`src/rtl/ras_ctrl.sv`:
```
// Return-address stack sequencer shared by the core (CALL/RET) and the interrupt controller (entry/RETI).
// Fronts a single-port, synchronous-read RAM and owns the stack pointer and sticky error flags.
module ras_ctrl #(
  parameter int WIDTH = 18,
  parameter int AW    = 4
) (
  input  logic             clk,
  input  logic             rst_n,
  input  logic             call_req,
  input  logic             ret_req,
  input  logic [WIDTH-1:0] call_pc,
  output logic             core_ack,
  input  logic             int_req,
  input  logic             iret_req,
  input  logic [WIDTH-1:0] int_pc,
  output logic             int_ack,
  output logic [WIDTH-1:0] ret_addr,
  output logic             ret_valid,
  output logic             mem_we,
  output logic [AW-1:0]    mem_addr,
  output logic [WIDTH-1:0] mem_wdata,
  input  logic [WIDTH-1:0] mem_rdata,
  output logic [AW:0]      sp,
  output logic             full,
  output logic             empty,
  output logic             overflow,
  output logic             underflow,
  input  logic             err_clr
);

  localparam logic [AW:0] DEPTH = {1'b1, {AW{1'b0}}};
  localparam logic [AW:0] ONE   = {{AW{1'b0}}, 1'b1};

  typedef enum logic [1:0] {IDLE, PUSH, POP_RD, POP_WB} state_t;

  state_t           r_state;
  state_t           w_nextState;
  logic [AW:0]      r_sp;
  logic [WIDTH-1:0] r_data;
  logic [WIDTH-1:0] r_retAddr;
  logic             r_ownerInt;
  logic             r_popEmpty;
  logic             r_retValid;
  logic             r_overflow;
  logic             r_underflow;

  logic             w_full;
  logic             w_empty;
  logic [AW-1:0]    w_topAddr;
  logic             w_reqValid;
  logic             w_reqPush;
  logic             w_reqInt;
  logic [WIDTH-1:0] w_reqData;
  logic             w_doPush;
  logic             w_doPop;
  logic             w_pushErr;
  logic             w_popErr;
  logic             w_coreAck;
  logic             w_intAck;
  logic             w_memWe;
  logic [AW-1:0]    w_memAddr;

  assign w_full    = (r_sp == DEPTH);
  assign w_empty   = (r_sp == '0);
  // Low bits of sp-1; only used when the stack is non-empty.
  assign w_topAddr = r_sp[AW-1:0] - {{(AW-1){1'b0}}, 1'b1};

  assign w_doPush  = (r_state == PUSH)   && !w_full;
  assign w_pushErr = (r_state == PUSH)   &&  w_full;
  assign w_doPop   = (r_state == POP_RD) && !w_empty;
  assign w_popErr  = (r_state == POP_RD) &&  w_empty;

  // Fixed-priority arbitration: int_req > iret_req > call_req > ret_req.
  always_comb begin
    w_reqValid = 1'b1;
    w_reqPush  = 1'b0;
    w_reqInt   = 1'b0;
    w_reqData  = r_data;
    if (int_req) begin
      w_reqPush = 1'b1;
      w_reqInt  = 1'b1;
      w_reqData = int_pc;
    end else if (iret_req) begin
      w_reqInt  = 1'b1;
    end else if (call_req) begin
      w_reqPush = 1'b1;
      w_reqData = call_pc;
    end else if (!ret_req) begin
      w_reqValid = 1'b0;
    end
  end

  always_ff @(posedge clk or negedge rst_n) begin
    if (!rst_n) begin
      r_state <= IDLE;
    end else begin
      r_state <= w_nextState;
    end
  end

  always_comb begin
    w_nextState = r_state;
    w_memWe     = 1'b0;
    w_memAddr   = '0;
    w_coreAck   = 1'b0;
    w_intAck    = 1'b0;
    case (r_state)
      IDLE: begin
        if (w_reqValid) begin
          w_nextState = w_reqPush ? PUSH : POP_RD;
        end
      end
      PUSH: begin
        if (!w_full) begin
          w_memWe   = 1'b1;
          w_memAddr = r_sp[AW-1:0];
        end
        w_coreAck   = !r_ownerInt;
        w_intAck    =  r_ownerInt;
        w_nextState = IDLE;
      end
      POP_RD: begin
        if (!w_empty) begin
          w_memAddr = w_topAddr;
        end
        w_nextState = POP_WB;
      end
      POP_WB: begin
        w_coreAck   = !r_ownerInt;
        w_intAck    =  r_ownerInt;
        w_nextState = IDLE;
      end
      default: begin
        w_nextState = IDLE;
      end
    endcase
  end

  // The winner's owner and push data are captured only when a new operation starts.
  always_ff @(posedge clk or negedge rst_n) begin
    if (!rst_n) begin
      r_ownerInt <= 1'b0;
      r_data     <= '0;
    end else if (r_state == IDLE && w_reqValid) begin
      r_ownerInt <= w_reqInt;
      r_data     <= w_reqData;
    end
  end

  always_ff @(posedge clk or negedge rst_n) begin
    if (!rst_n) begin
      r_sp <= '0;
    end else if (w_doPush) begin
      r_sp <= r_sp + ONE;
    end else if (w_doPop) begin
      r_sp <= r_sp - ONE;
    end
  end

  // An underflowing pop still completes, but returns zero instead of stale RAM data.
  always_ff @(posedge clk or negedge rst_n) begin
    if (!rst_n) begin
      r_popEmpty <= 1'b0;
      r_retAddr  <= '0;
      r_retValid <= 1'b0;
    end else begin
      if (r_state == POP_RD) begin
        r_popEmpty <= w_empty;
      end
      if (r_state == POP_WB) begin
        r_retAddr <= r_popEmpty ? '0 : mem_rdata;
      end
      r_retValid <= (r_state == POP_WB);
    end
  end

  // A fresh error in the same cycle as err_clr keeps the flag set.
  always_ff @(posedge clk or negedge rst_n) begin
    if (!rst_n) begin
      r_overflow  <= 1'b0;
      r_underflow <= 1'b0;
    end else begin
      if (w_pushErr) begin
        r_overflow <= 1'b1;
      end else if (err_clr) begin
        r_overflow <= 1'b0;
      end
      if (w_popErr) begin
        r_underflow <= 1'b1;
      end else if (err_clr) begin
        r_underflow <= 1'b0;
      end
    end
  end

  assign core_ack  = w_coreAck;
  assign int_ack   = w_intAck;
  assign mem_we    = w_memWe;
  assign mem_addr  = w_memAddr;
  assign mem_wdata = r_data;
  assign ret_addr  = r_retAddr;
  assign ret_valid = r_retValid;
  assign sp        = r_sp;
  assign full      = w_full;
  assign empty     = w_empty;
  assign overflow  = r_overflow;
  assign underflow = r_underflow;

endmodule

```
`config.mk`:
```
export PLATFORM = sky130hd
export DESIGN_NAME = ras_ctrl
export DESIGN_NICKNAME = d
export VERILOG_FILES = /design/src/rtl/ras_ctrl.sv
export SDC_FILE = /design/constraint.sdc
export NUM_CORES = 1
export LEC_CHECK = 0
export ABC_AREA = 1
export BUFFER_PORTS_ARGS = -buffer_cell sky130_fd_sc_hd__buf_2
export CORE_MARGIN = 4
export CORE_UTILIZATION = 50
export DETAILED_ROUTE_END_ITERATION = 6
export GPL_ROUTABILITY_DRIVEN = 0
export HOLD_SLACK_MARGIN = 0.02
export PLACE_DENSITY_LB_ADDON = 0.12
export SLEW_MARGIN = 5
export SYNTH_ARGS = -nofsm -noshare
export SYNTH_HDL_FRONTEND = slang
export SYNTH_SLANG_ARGS = --single-unit
```
`constraint.sdc`:
```
create_clock -name clk -period 4.83 [get_ports clk]
set_input_delay 0.966 -clock clk [delete_from_list [all_inputs] [get_ports clk]]
set_output_delay 0.966 -clock clk [all_outputs]
set_load 0.02 [all_outputs]
```
### Word-level counts from Yosys, hierarchy flattened

Index checks and enable logic that the tools add are counted.

| cells by class | value |
|---|---|
| add/subtract/negate cells | 3 |
| eq/ne operators | 6 |
| muxes and demuxes | 28 |
| reduce and logical (&&, ||, !) cells | 16 |

Operator list:

| kind | number |
|---|---|
| $mux 18 | 4 |
| $mux 1 | 16 |
| $mux 5 | 2 |
| $mux 4 | 2 |
| $pmux 4 s2 | 1 |
| $reduce_bool 2->1 | 4 |
| $pmux 2 s3 | 1 |
| $add 5x1->5 const B | 1 |
| $eq 5x5->1 const B | 1 |
| $logic_and 1x1->1 | 5 |
| $logic_not 5->1 | 1 |
| $sub 5x1->5 const B | 1 |
| $eq 2x2->1 const B | 2 |
| $mux 2 | 2 |
| $ne 2x2->1 const B | 2 |
| $sub 4x1->4 const B | 1 |
| $logic_not 1->1 | 3 |
| $reduce_and 3->1 | 1 |
| $eq 2x1->1 const B | 1 |
| $logic_not 2->1 | 1 |
| $reduce_or 2->1 | 1 |

| word-level totals | value |
|---|---|
| register bits after elaboration | 48 |
| word-level logic and storage cells | 62 |

### Depth between registers and ports, before layout

| logic depth | value |
|---|---|
| depth after elaboration | 6 |
| gate-level depth with buffers | 14 |

### Least setup slack after synthesis

Ideal clock, no wire load.

| timing | value |
|---|---|
| kind | flip-flop to output port |
| start | reg r_sp[0], in the netlist sp[0] |
| end | out mem_addr[1] |
| setup slack | 2262 ps |
| buffers on the path | 0 |
| arrival time | 1602 ps |
| data required time | 3864 ps |
| cell stages (with the launch flop) | 8 |
| cell sequence | dfrtp_1 inv_1 ha_1 nand3_2 nand2_4 o22ai_1 inv_1 nor2_1 |

| between the ends | value |
|---|---|
| cells in the longest elaborated chain, start to end | 3 |

RTL lines:

| element | line | RTL |
|---|---|---|
| start, declared | 38 | `logic [AW:0] r_sp;` |
| start signal, assigned | 154 | `r_sp <= r_sp + ONE;` |
| start signal, assigned | 156 | `r_sp <= r_sp - ONE;` |
| $sub 4x1->4 (tied with other cells) | 66 | `assign w_topAddr = r_sp[AW-1:0] - {{(AW-1){1'b0}}, 1'b1};` |
| $mux 4 (on tied branches) | 123, 114 |  |
| $pmux 4 s2 (*) | 107 | `case (r_state)` |
| end, declared | 20 | `output logic [AW-1:0] mem_addr,` |

Every way passes the cells marked *; elsewhere a longest branch is shown, timed or not.

### Worst setup path after layout

| timing | value |
|---|---|
| start | reg r_state[0] |
| end | out core_ack |

| between the ends | value |
|---|---|
| cells in the longest elaborated chain, start to end | 3 |

RTL lines:

| element | line | RTL |
|---|---|---|
| start, declared | 36 | `state_t r_state;` |
| start signal, assigned | 97 | `r_state <= w_nextState;` |
| $eq 2x1->1 / $eq 2x2->1 (equally long branches) | 107 |  |
| $reduce_or 2->1 (no source line) (*) | n/a |  |
| $mux 1 (*) | n/a |  |
| end, declared | 12 | `output logic core_ack,` |

Marked as above.

==> results.yml <==
floorplan:
  initial_core_util_pct: 51.7
  io_pins: 114
  core_mm2: 0.00472
  dieWidth_um: 77.9
  num_rows: 25
  dieHeight_um: 77.9
  fp.dieArea_mm2: 0.00606
placed_design:
  io_buffers: 113
  dp.cells: 433
  dpl_worst_slack_ns: 2.14
  hpwl_um: 4000
routing:
  routed_wl_um: 5310
  final_antenna_net_count: 0
  drtPass1Iterations: 4
  drt_iter0_markers: 67
  wl_per_cell_um: 12.0
  via_per_inst: 4.66
  vias: 2056
  drc: 0
power:
  p_total_uw: 2190
  p_leak_uw: 0.00169
  ir_drop_mv: 0.411
  power_density_mw_per_mm2: 698
yosys:
  syn_inst: 262
  synth_cell_types: 30
  syn_avg_cell_area_um2: 9.32
  synth_warnings: 0
  ys_top_cells_by_area: "dfrtp_1 49%, mux2i_1 7.4%, inv_1 5.4%"
  synth_seq_cells: 48
  syn-cell-area_mm2: 0.00244
  ys_seq_area_share_pct: 49.2
  syn-num-nets: 333
  yosysTopAreaCellShare_pct: 49.2
  synth_top_cell_by_area: "dfrtp_1"
grt:
  grt_pass1_wl_um: 9120
  track_usage_pct: 18.5
  antenna_found_initial: 0
  first_global_vias: 2054
  overflow: 0
  grt_max_degree: 49
setup_path:
  reg2reg_setup_slack_ns: 2.57
  critPathMaxStageDelay_ns: 0.88
  cp.required_ns: 3.86
  slowest_stage: "ha_1"
  cp.arrival_ns: 2.02
  r2r_cells: 11
  crit_start: "r_state[0]"
  endpoint_kind: "primary output"
  startpoint_type: "flop"
  critical_path_class: "flop to primary output"
  reg2reg_from: "sp[0]"
  cpMostUsedCell: "nor2_1"
  cp_cell_sequence: "ha_1, nor2_1, nor2_1, buf_2"
  path_max_fanout: 38
  r2r_end: "sp[4]"
cts:
  h-tree-depth: 2
  cts_buffers: 5
  cts-resized-gates: 0
  clock_latency_ns: 0.30
  clockRootBuffer: "clkbuf_8"
  cts_setup_buffers: 0
  cts_tree: "done"
  cts_sinks: 48
  clockBufferDepth: 2
  cts.clk_slew.worst_paths_ns: 0.08
  postCtsHoldBufs: 0
hold_path:
  worstHoldStart: "ret_addr[15]"
  hold_depth: 2
  holdPathEnd: "ret_addr[15]"
  holdCritPathClass: "flop to flop"
layout:
  antennaDiodeCount: 0
  nNetsFinal: 444
  drive_gt1_share_pct: 36.4
  syn_to_final_growth_pct: 28.4
  layout.cells.non_filler: 441
timing:
  setup_slack_ns: 1.85
  rsz0062_at_grt: "false"
  skew_ns: 0.00400
  slew_violations: 0
  worst_pin_slew_ns: 1.06
  layout_min_cycle_time_ns: 2.98
  slew_headroom_pct: 29.4
  fin_crit_sh_pct: 61.8
  setup_violations: 0
  setup_tns_ns: 0
  clock.fmax_ghz: 0.335
  hold_viol: 0
job:
  maxCapViolCount: 0
outcome:
  status: "finished clean"
-- cells in the mapped netlist --
cell,n
dfrtp_1,48
inv_1,35
nor2_1,25
a21oi_1,24
nand3_1,24
o21ai_0,22
nand2_1,21
mux2i_1,18
ha_1,9
buf_2,4
clkbuf_1,3
inv_2,3
nand3_2,3
o21ai_1,3
xor2_1,3
nand2_2,2
nand2_4,2
a21oi_2,1
a21oi_4,1
buf_12,1
buf_4,1
buf_6,1
clkinv_1,1
fa_1,1
inv_4,1
nor2_2,1
nor2_8,1
o22a_1,1
o22ai_1,1
xnor2_1,1
-- state kept, by name, summed over array words and instances (netlist names) --
| name | flops |
|---|---|
| ret_addr | 18 |
| overflow | 1 |
| underflow | 1 |
| sp | 5 |
| r_popEmpty | 1 |
| r_ownerInt | 1 |
| ret_valid | 1 |
| r_state | 2 |
| mem_wdata | 18 |
-- power breakdown --
group          leakage, µW  total, µW  internal [µW]  switching [µW]
sequential        0.000570        713            593             120
combinational      0.00106       1190            415             778
clock            0.0000552        281            154             127
total              0.00169       2190           1160            1030
-- metrics by stage --
stage          instance area, µm²  util (%)  hold WS [ns]
2_1_floorplan                2440         -         0.473
5_1_grt                      3140      66.4         0.543
3_5_place_dp                 3030      64.1         0.512
3_3_place_gp                 3030      64.1         0.505
6_report                     3140      66.4         0.523
4_1_cts                      3140      66.4         0.526
-- final cells by class --
cell class                 instances  area (µm²)
fill                             399        1590
sequential                        48        1200
multi-input combinational        164        1020
timing repair buffer             114         573
inverter                          40         153
tap                               67        83.8
clock buffer                       6        72.6
clock inverter                     2        35.0
-- critical path, delay by kind of cell (launching register included) --
| family | cells | cell delay (ns) |
|---|---|---|
| buf+inv | 1 | 0.17 |
| fa+ha+maj | 1 | 0.88 |
| simple gates | 2 | 0.26 |
| flops | 1 | 0.40 |
-- cells by family (layout without fill, tap and decap cells) --
| kind of cell | after synthesis | after routing | share of synthesized area [%] |
|---|---|---|---|
| AO/OA/AOI/OAI | 53 | 53 | 11.7 |
| XOR/XNOR | 4 | 4 | 1.44 |
| adder cells (fa/ha/maj) | 10 | 10 | 5.43 |
| buffers and inverters | 50 | 162 | 9.12 |
| flip-flops | 48 | 48 | 49.2 |
| multiplexers | 18 | 18 | 7.38 |
| AND/OR/NAND/NOR | 79 | 79 | 15.7 |
-- metal layers --
metal  wire (µm)  track usage [%]  vias up
li1            -                -     1070
met1        2310             24.2      908
met3         380             3.71        9
met4          80             6.41        0
met2        2540             30.6       69
met5           0                0        -
-- layout by cell type, fill, tap and decap left out --
master | netlist | layout
nand3_2 | 3 | 3
nand2_4 | 2 | 2
clkinv_2 | 0 | 1
xor2_1 | 3 | 3
buf_2 | 4 | 113
a21oi_2 | 1 | 1
fa_1 | 1 | 1
ha_1 | 9 | 9
buf_4 | 1 | 1
o22ai_1 | 1 | 1
a21oi_4 | 1 | 1
o22a_1 | 1 | 1
a21oi_1 | 24 | 24
nand2_2 | 2 | 2
nor2_2 | 1 | 1
nand2_1 | 21 | 21
inv_1 | 35 | 35
bufinv_16 | 0 | 1
o21ai_1 | 3 | 3
clkinv_1 | 1 | 1
o21ai_0 | 22 | 22
nor2_1 | 25 | 25
mux2i_1 | 18 | 18
dfrtp_1 | 48 | 48
clkbuf_8 | 0 | 5
nand3_1 | 24 | 24
xnor2_1 | 1 | 1
inv_4 | 1 | 1
clkbuf_1 | 3 | 1
nor2_8 | 1 | 1
inv_2 | 3 | 3
-- how the worst max path moves through the flow --
stage | to | cells after the start
3_5_place_dp | core_ack | 4
4_1_cts | core_ack | 4
2_1_floorplan | mem_addr[1] | 7
3_3_place_gp | core_ack | 4
5_1_grt | int_ack | 4
6_report | core_ack | 4
No activity file was read; power rests on OpenSTA's default activity.
